==> config.mk <==
export PLATFORM = sky130hd
export DESIGN_NAME = drum_mac_accumulator
export DESIGN_NICKNAME = d
export VERILOG_FILES = /design/src/rtl/drum_mac_accumulator.sv
export SDC_FILE = /design/constraint.sdc
export NUM_CORES = 1
export LEC_CHECK = 0
export CORE_ASPECT_RATIO = 1.25
export CORE_MARGIN = 2
export CORE_UTILIZATION = 35
export DETAILED_ROUTE_END_ITERATION = 10
export MAX_ROUTING_LAYER = met4
export PLACE_DENSITY_LB_ADDON = 0.15
export SLEW_MARGIN = 20
export SYNTH_ARGS = -nofsm -noshare
export SYNTH_HDL_FRONTEND = slang
export SYNTH_SLANG_ARGS = --single-unit
export TNS_END_PERCENT = 20
==> constraint.sdc <==
create_clock -name clk_i -period 2.95 [get_ports clk_i]
set_clock_uncertainty 0.15 [all_clocks]
set_input_delay 0.59 -clock clk_i [delete_from_list [all_inputs] [get_ports clk_i]]
set_output_delay 0.59 -clock clk_i [all_outputs]
set_load 0.01 [all_outputs]
==> src/rtl/drum_mac_accumulator.sv <==
// drum_mac_accumulator: valid/ready frame accumulator for DRUM approximate products.
// Define DRUM_MAC_SAT_EN to clamp on overflow instead of wrapping.
module drum_mac_accumulator #(
    parameter int N      = 16,
    parameter int ACC_W  = 40,
    parameter int LEN_W  = 8,
    parameter int SIGNED = 1
) (
    input  logic               clk_i,
    input  logic               rst_ni,
    input  logic               clr_i,
    input  logic               in_valid_i,
    output logic               in_ready_o,
    input  logic [2*N-1:0]     in_prod_i,
    input  logic               in_last_i,
    output logic               out_valid_o,
    input  logic               out_ready_i,
    output logic [ACC_W-1:0]   out_acc_o,
    output logic [LEN_W-1:0]   out_count_o,
    output logic               out_ovf_o
);
    typedef enum logic {ACCUM, HOLD} state_t;
    state_t             state_q, state_d;
    logic [ACC_W-1:0]   acc_q, acc_d, oacc_q, oacc_d;
    logic [LEN_W-1:0]   cnt_q, cnt_d, ocnt_q, ocnt_d, cnt_nx;
    logic               ovf_q, ovf_d, oovf_q, oovf_d;
    logic [ACC_W-1:0]   ext, sum, res;
    logic [ACC_W:0]     sum_w;
    logic               ovf_b, take;
    assign in_ready_o  = (state_q == ACCUM) || out_ready_i;
    assign out_valid_o = (state_q == HOLD);
    assign out_acc_o   = oacc_q;
    assign out_count_o = ocnt_q;
    assign out_ovf_o   = oovf_q;
    assign take   = in_valid_i && in_ready_o && !clr_i;
    assign ext    = (SIGNED != 0) ? ACC_W'($signed(in_prod_i)) : ACC_W'(in_prod_i);
    assign sum_w  = {1'b0, acc_q} + {1'b0, ext};
    assign sum    = sum_w[ACC_W-1:0];
    assign ovf_b  = (SIGNED != 0) ? (acc_q[ACC_W-1] == ext[ACC_W-1] && sum[ACC_W-1] != acc_q[ACC_W-1])
                                  : sum_w[ACC_W];
    assign cnt_nx = (&cnt_q) ? cnt_q : cnt_q + 1'b1;
`ifdef DRUM_MAC_SAT_EN
    // Signed clamp direction follows the sign of the incoming term.
    logic [ACC_W-1:0] sat;
    assign sat = (SIGNED != 0) ? {ext[ACC_W-1], {(ACC_W-1){~ext[ACC_W-1]}}} : {ACC_W{1'b1}};
    assign res = ovf_b ? sat : sum;
`else
    assign res = sum;
`endif
    always_comb begin
        state_d = state_q;
        acc_d   = acc_q;
        cnt_d   = cnt_q;
        ovf_d   = ovf_q;
        oacc_d  = oacc_q;
        ocnt_d  = ocnt_q;
        oovf_d  = oovf_q;
        if (clr_i) begin
            state_d = ACCUM;
            acc_d   = '0;
            cnt_d   = '0;
            ovf_d   = 1'b0;
        end else begin
            if (state_q == HOLD && out_ready_i) state_d = ACCUM;
            if (take && in_last_i) begin
                state_d = HOLD;
                acc_d   = '0;
                cnt_d   = '0;
                ovf_d   = 1'b0;
                oacc_d  = res;
                ocnt_d  = cnt_nx;
                oovf_d  = ovf_q | ovf_b;
            end else if (take) begin
                acc_d = res;
                cnt_d = cnt_nx;
                ovf_d = ovf_q | ovf_b;
            end
        end
    end
    always_ff @(posedge clk_i or negedge rst_ni) begin
        if (!rst_ni) begin
            state_q <= ACCUM;
            acc_q   <= '0;
            cnt_q   <= '0;
            ovf_q   <= 1'b0;
            oacc_q  <= '0;
            ocnt_q  <= '0;
            oovf_q  <= 1'b0;
        end else begin
            state_q <= state_d;
            acc_q   <= acc_d;
            cnt_q   <= cnt_d;
            ovf_q   <= ovf_d;
            oacc_q  <= oacc_d;
            ocnt_q  <= ocnt_d;
            oovf_q  <= oovf_d;
        end
    end
endmodule
==> results.sh, run 1 <==
export IMPL_status="complete, no violations"
export IMPL_mostFrequentLayoutCell="buf_4"
export IMPL_hold_class="primary input to async pin"
export IMPL_total_power_mw=4.35
export IMPL_synth_nets=745
export IMPL_first_global_vias=6037
export IMPL_track_usage_pct=20.6
export IMPL_clkSlewWorstSetupHoldPaths_ns=0.07
export IMPL_antenna_found_initial=1
export IMPL_routabilityCongestion=0.879
export IMPL_synth_edf_count=0
export IMPL_arrival_ns=3.01
export IMPL_power_net_switching_mw=1.34
export IMPL_clockBufferDepth=2
export IMPL_num_vias=5746
export IMPL_grt_overflow=0
export IMPL_wl_per_cell_um=16.4
export IMPL_rsz0062_at_grt="yes"
export IMPL_synthCells=666
export IMPL_ys_ff_latch=99
export IMPL_critPathSlowestCell="clkdlybuf4s50_1"
export IMPL_layout_min_cycle_time_ns=2.92
export IMPL_setup_tns_final_ns=0
export IMPL_crit_start="in_prod_i[23]"
export IMPL_final_cells=1089
export IMPL_place_hpwl_um=13400
export IMPL_synthDistinctLibCells=60
export IMPL_slew_headroom_pct=60.6
export IMPL_ys_seq_area_share_pct=40.4
export IMPL_dp_cells=1070
export IMPL_final_util_pct=51.1
export IMPL_die_h_um=152
export IMPL_tritoncts="built"
export IMPL_tightest_slew_ns=0.584
export IMPL_reg2reg_depth=11
export IMPL_whs_ns=0.0113
export IMPL_cts_sinks=99
export IMPL_cp_end_kind="flop"
export IMPL_clk_latency_ns=0.36
export IMPL_rr_startpoint="acc_q[0]$_DFFE_PN0P_"
export IMPL_power_leakage_nw=4.05
export IMPL_vias_per_cell=5.28
export IMPL_sw_frac_of_total_pct=30.8
export IMPL_cts_root_buf="clkbuf_16"
export IMPL_syn_area_um2=6140
export IMPL_final_cell_mix="buf_4 (122), nand2_1 (106), dfrtp_1 (99), clkdlybuf4s50_1 (70), a21oi_1 (46)"
export IMPL_detail_route_antenna_nets=0
export IMPL_cp_common_cell="a21o_1"
export IMPL_die_area_um2=18600
export IMPL_ioPinCount=89
export IMPL_worstSetupPathType="primary input to flop"
export IMPL_worstPathRequired_ns=3.04
export IMPL_clkPwrFrac_pct=27.7
export IMPL_setup_viol=0
export IMPL_drt_iter0_drc=333
export IMPL_cp_slowest_stage_delay_ns=0.41
export IMPL_finalNetCount=938
export IMPL_drc=0
export IMPL_final_min_period_over_clock_period_pct=99.0
export IMPL_p_comb_share_pct=33.9
export IMPL_async_flop_share_pct=100
export IMPL_crit_chain="clkdlybuf4s50_1 -> ha_1 -> a21o_1 -> a21o_1 -> a21o_1 -> or3_4 -> nor3_4 -> nor2_1 -> xor2_1 -> mux2_2"
export IMPL_fmax_mhz=342
export IMPL_firstDrtPassIters=4
export IMPL_cts_made_buffers=9
export IMPL_irDropWorstVdd_uv=253
export IMPL_core_um2=17300
export IMPL_pwr_share_seq_pct=38.4
export IMPL_power_density_nw_per_um2=492
export IMPL_cp_max_fo=3
export IMPL_ys_warn_count=0
export IMPL_die_w_um=122
export IMPL_avgSynthCellArea_um2=9.21
export IMPL_report_final_slew_viol_count=0
export IMPL_io_buffer_count=88
export IMPL_ctsHtreeMaxLevel=3
export IMPL_start_util_pct=35.5
export IMPL_cap_violations=0
export IMPL_worst_setup_path_start_kind="primary input"
export IMPL_area_growth_syn_to_layout_pct=43.9
export IMPL_grt_max_degree=49
export IMPL_p_int_mw=3.01
export IMPL_hold_viol=0
export IMPL_wl_um=17900
export IMPL_grt_pass1_wl_um=29900
export IMPL_core_rowCount=54
export IMPL_drive_gt1_share_pct=24.8
export IMPL_ys_flop_type="dfrtp_1"
==> sequential cells by signal, summed over array words and instances, names as in the netlist <==
signal	flops
ovf_q	1
out_acc_o	40
out_ovf_o	1
cnt_q	8
acc_q	40
out_valid_o	1
out_count_o	8
==> synth_stat cells, types with 3 or more instances <==
cell	instances	area, µm²
nand2_1	108	405
dfrtp_1	99	2480
a21oi_1	51	255
o21ai_0	45	225
ha_1	40	500
nor2_1	36	135
a22o_1	29	254
xnor2_1	26	228
clkbuf_1	23	86.3
inv_1	19	71.3
a21o_1	14	105
mux2_2	13	146
nand3_1	11	55.1
o31ai_1	11	82.6
xor2_1	11	96.3
nand4_1	10	62.6
o21a_1	10	75.1
a211oi_1	8	60.1
a31oi_1	8	50.1
nor3_1	8	40.0
or3_1	8	50.1
and3_1	6	37.5
nand2b_1	6	37.5
o211ai_1	6	45.0
mux2i_1	5	50.1
o21bai_1	5	37.5
a211o_1	4	35.0
o22ai_1	4	25.0
a21boi_0	3	22.5
==> per-stage QoR <==
stage	area [µm²]	setup WS [ns]
6_report	8830	0.0290
5_1_grt	8830	-0.0433
4_1_cts	8650	0.00240
3_5_place_dp	8130	-0.720
3_3_place_gp	8130	-0.591
2_1_floorplan	6150	-0.00374
==> logic make-up (layout without fill, tap and decap cells) <==
family | Yosys count | count (layout) | share of synthesized area [%]
DFF | 99 | 99 | 40.4
buffers and inverters | 48 | 246 | 3.24
xor gates and xnor gates | 38 | 38 | 5.55
and+or+nand+nor | 207 | 207 | 15.2
adders and majority gates | 41 | 41 | 8.48
AOI/OAI and AO/OA | 215 | 215 | 24.0
muxes | 18 | 18 | 3.20
other | 0 | 1 | 0
==> worst paths after layout <==
kind,endpoint,slack [ns]
setup / recovery,out_acc_o[28]$_DFFE_PN0P_,0.03
max in group asynchronous,out_acc_o[33]$_DFFE_PN0P_,2.00
setup reg to reg,out_acc_o[34]$_DFFE_PN0P_,0.11
hold / removal,out_acc_o[12]$_DFFE_PN0P_,0.01
hold reg to reg,out_acc_o[19]$_DFFE_PN0P_,0.32
min in group clk_i,out_acc_o[19]$_DFFE_PN0P_,0.32
==> worst max-delay path: cells and delay by family <==
| kind | cells | cell delay (ns) |
|---|---|---|
| AND/OR/NAND/NOR | 3 | 0.69 |
| buffers and inverters | 1 | 0.41 |
| adder cells (fa/ha/maj) | 1 | 0.31 |
| AO/OA/AOI/OAI | 3 | 0.55 |
| multiplexers | 1 | 0.27 |
| XOR/XNOR | 1 | 0.19 |
==> power groups by stage <==
stage	logic, mW	clock network (mW)	registers (mW)
floorplan	0.596	0	1.74
global placement	1.39	0	1.68
detailed placement	1.40	0	1.69
CTS	1.44	1.25	1.67
global route	1.61	1.31	1.69
finish	1.47	1.21	1.67
==> final cells by class <==
class | count | area (µm²)
Inverter | 19 | 71.3
Fill cell | 1660 | 8460
Antenna cell | 1 | 2.50
Tap cell | 224 | 280
Clock buffer | 11 | 233
Clock inverter | 5 | 62.6
Multi-Input combinational cell | 519 | 3880
Timing Repair Buffer | 211 | 1820
Sequential cell | 99 | 2480
==> layer usage <==
layer | GRT usage [%] | vias to the layer above | share of wire, % | wire length, µm
met1 | 24.3 | 2829 | 43 | 7690
met5 | - | - | 0 | 0
met4 | 6.08 | 0 | 1.8 | 319
met2 | 35.7 | 106 | 52 | 9330
li1 | - | 2788 | - | -
met3 | 3.30 | 23 | 3.2 | 567
==> what timing repair did <==
| item | CTS | global route |
|---|---|---|
| gates resized for setup | 42 | 35 |
| hold endpoints to repair | 0 | 0 |
| pin swaps | 19 | 19 |
| hold buffers | 0 | 0 |
| endpoints found under the setup margin | 35 | 25 |
| buffers inserted | 1 | 1 |
Note: power is estimated with default switching activity, not from simulation.
==> run 2: changes to the inputs <==
--- a/config.mk
+++ b/config.mk
@@ -7,7 +7,7 @@
 export LEC_CHECK = 0
 export CORE_ASPECT_RATIO = 1.25
 export CORE_MARGIN = 2
-export CORE_UTILIZATION = 35
+export CORE_UTILIZATION = 50
 export DETAILED_ROUTE_END_ITERATION = 10
 export MAX_ROUTING_LAYER = met4
 export PLACE_DENSITY_LB_ADDON = 0.15
==> run 2 against run 1 <==
Compared with the run above:
- setup slack better by 0.0027 ns
- fmax hardly changed
- total power rose by 1.3%
- final area is 0.30% lower
- wire length fell by 0.74%
- first-iteration DRC count fell by 24%
- clock-buffer cell count up 2
- sequential power barely moved
- non-clock buffer count fell by 6
- register-to-register slack worse by 0.02 ns
- critical path type unchanged
- largest cell class unchanged
==> results.sh, run 2 (synthesized netlist as in run 1, its figures left out) <==
export IMPL_grt_max_degree=51
export IMPL_finalNetCount=932
export IMPL_worstSetupPathType="primary input to flop"
export IMPL_multiInputGateArea_um2=3930
export IMPL_mostFrequentLayoutCell="buf_4"
export IMPL_core_rowCount=45
export IMPL_first_global_vias=6070
export IMPL_clkPwrFrac_pct=28.4
export IMPL_tritoncts="built"
export IMPL_clkSlewWorstSetupHoldPaths_ns=0.07
export IMPL_fmax_mhz=343
export IMPL_ioPinCount=89
export IMPL_slew_headroom_pct=55.3
export IMPL_antenna_cells=0
export IMPL_use_met3_pct=4.58
export IMPL_rsz0062_at_grt="yes"
export IMPL_cts_sinks=99
export IMPL_pwr_share_seq_pct=37.9
export IMPL_layout_min_cycle_time_ns=2.92
export IMPL_status="complete, no violations"
export IMPL_grt_busiest_layer="met2"
export IMPL_fin_area_um2=8810
export IMPL_io_buffer_count=88
export IMPL_wl_per_cell_um=17.4
export IMPL_tightest_slew_ns=0.671
export IMPL_firstDrtPassIters=5
export IMPL_start_util_pct=50.9
export IMPL_met2_usage_pct=50.8
export IMPL_area_growth_syn_to_layout_pct=43.5
export IMPL_vias_per_cell=5.72
export IMPL_clockBufferDepth=2
export IMPL_routabilityCongestion=0.904
export IMPL_report_final_slew_viol_count=0
export IMPL_setup_viol=0
export IMPL_power_leakage_nw=4.06
export IMPL_sw_frac_of_total_pct=30.3
export IMPL_worstPathRequired_ns=3.04
export IMPL_cts_root_buf="clkbuf_16"
export IMPL_hold_buffers=0
export IMPL_ctsHtreeMaxLevel=3
export IMPL_place_hpwl_um=12500
export IMPL_core_um2=12000
export IMPL_irDropWorstVdd_uv=554
export IMPL_power_net_switching_mw=1.33
export IMPL_total_power_mw=4.40
export IMPL_detail_route_antenna_nets=0
export IMPL_worst_setup_path_start_kind="primary input"
export IMPL_cts_made_buffers=9
export IMPL_drc=0
export IMPL_drt_iter0_drc=252
export IMPL_track_usage_pct=28.3
export IMPL_die_w_um=103
export IMPL_use_met1_pct=32.0
export IMPL_die_area_um2=13200
export IMPL_clk_latency_ns=0.36
export IMPL_hold_viol=0
export IMPL_p_comb_share_pct=33.6
export IMPL_antenna_found_initial=0
export IMPL_arrival_ns=3.01
export IMPL_die_h_um=128
export IMPL_wl_um=17800
export IMPL_regArea_um2=2480
export IMPL_cap_violations=0
export IMPL_final_cell_mix="buf_4 (112), nand2_1 (105), dfrtp_1 (99), clkdlybuf4s50_1 (70), a21oi_1 (46)"
export IMPL_grt_overflow=0
export IMPL_fillers=912
export IMPL_drive_gt1_share_pct=25.3
export IMPL_final_min_period_over_clock_period_pct=98.9
export IMPL_num_vias=5846
export IMPL_place_area_um2=7970
export IMPL_power_density_nw_per_um2=500
export IMPL_cp_max_fo=6
export IMPL_hold_class="primary input to async pin"
export IMPL_p_int_mw=3.07
export IMPL_grt_pass1_wl_um=28600
export IMPL_cp_end_kind="flop"
## run 2: cell count changes in the layout (fill, tap and decap cells not counted), sizes merged
cell,before,now
buf,124,118
clkbuf,11,14
clkinv,1,0
diode,1,0
dlygate4sd2,13,10
dlymetal6s2s,4,6
inv,20,19
## run 2: critical path: stages
cell and delay, ns:
clkdlybuf4s50_1 0.41, ha_2 0.39, nand2_1 0.06, o21a_1 0.24, a211o_1 0.30, o22ai_2 0.16
a21oi_4 0.06, a221oi_4 0.39, xor2_2 0.14, mux2_4 0.27
## run 2: final cells by class
class                           instances  share of cell area (%)
Sequential cell                        99                    28.1
Tap cell                              164                    2.33
Clock buffer                           13                    3.07
Inverter                               19                   0.810
Clock inverter                          3                   0.512
Multi-Input combinational cell        519                    44.7
Timing Repair Buffer                  205                    20.5
## run 2: path summary, 6_finish.rpt
path,startpoint,end,slack (ns),cells past startpoint
max in group asynchronous,rst_ni,acc_q[38]$_DFFE_PN0P_,1.82,2
hold reg to reg,out_acc_o[19]$_DFFE_PN0P_,out_acc_o[19]$_DFFE_PN0P_,0.32,2
min in group clk_i,out_acc_o[19]$_DFFE_PN0P_,out_acc_o[19]$_DFFE_PN0P_,0.32,2
setup / recovery,in_prod_i[21],out_acc_o[34]$_DFFE_PN0P_,0.03,10
hold / removal,rst_ni,out_acc_o[15]$_DFFE_PN0P_,0.11,1
setup reg to reg,acc_q[0]$_DFFE_PN0P_,out_acc_o[34]$_DFFE_PN0P_,0.09,11
## run 2: per-stage QoR
step	utilization (%)	hold WS (ns)	setup WS (ns)	setup TNS [ns]	instances
final	73.1	0.108	0.0317	0	1022
after global routing	73.1	0.171	-0.0426	-0.144	1022
after CTS	70.9	0.134	-0.00200	-0.00200	1018
after detailed placement	66.2	0.312	-0.715	-24.47	997
after global placement	66.2	0.311	-0.686	-22.08	997
after floorplan	-	0.144	-0.00374	-0.00374	666
## run 2: metal layers
metal  vias up  share of wire [%]
met3        22                3.9
met2       137                 55
met4         0                1.5
met1      2896                 40
li1       2791                  -
met5         -                  0
## run 2: power groups by stage
stage / clock network (mW) / registers, mW / logic, mW
2_1_floorplan: 0 / 1.74 / 0.596
3_5_place_dp: 0 / 1.68 / 1.38
3_3_place_gp: 0 / 1.67 / 1.35
4_1_cts: 1.27 / 1.66 / 1.43
6_report: 1.25 / 1.67 / 1.48
5_1_grt: 1.32 / 1.69 / 1.61
## run 2: repair_timing
item / 4_1_cts / 5_1_grt
setup buffers: 5 / 4
gates resized for setup: 45 / 46
hold endpoints to repair: 0 / 0
pin swaps: 26 / 29
endpoints found under the setup margin: 37 / 31
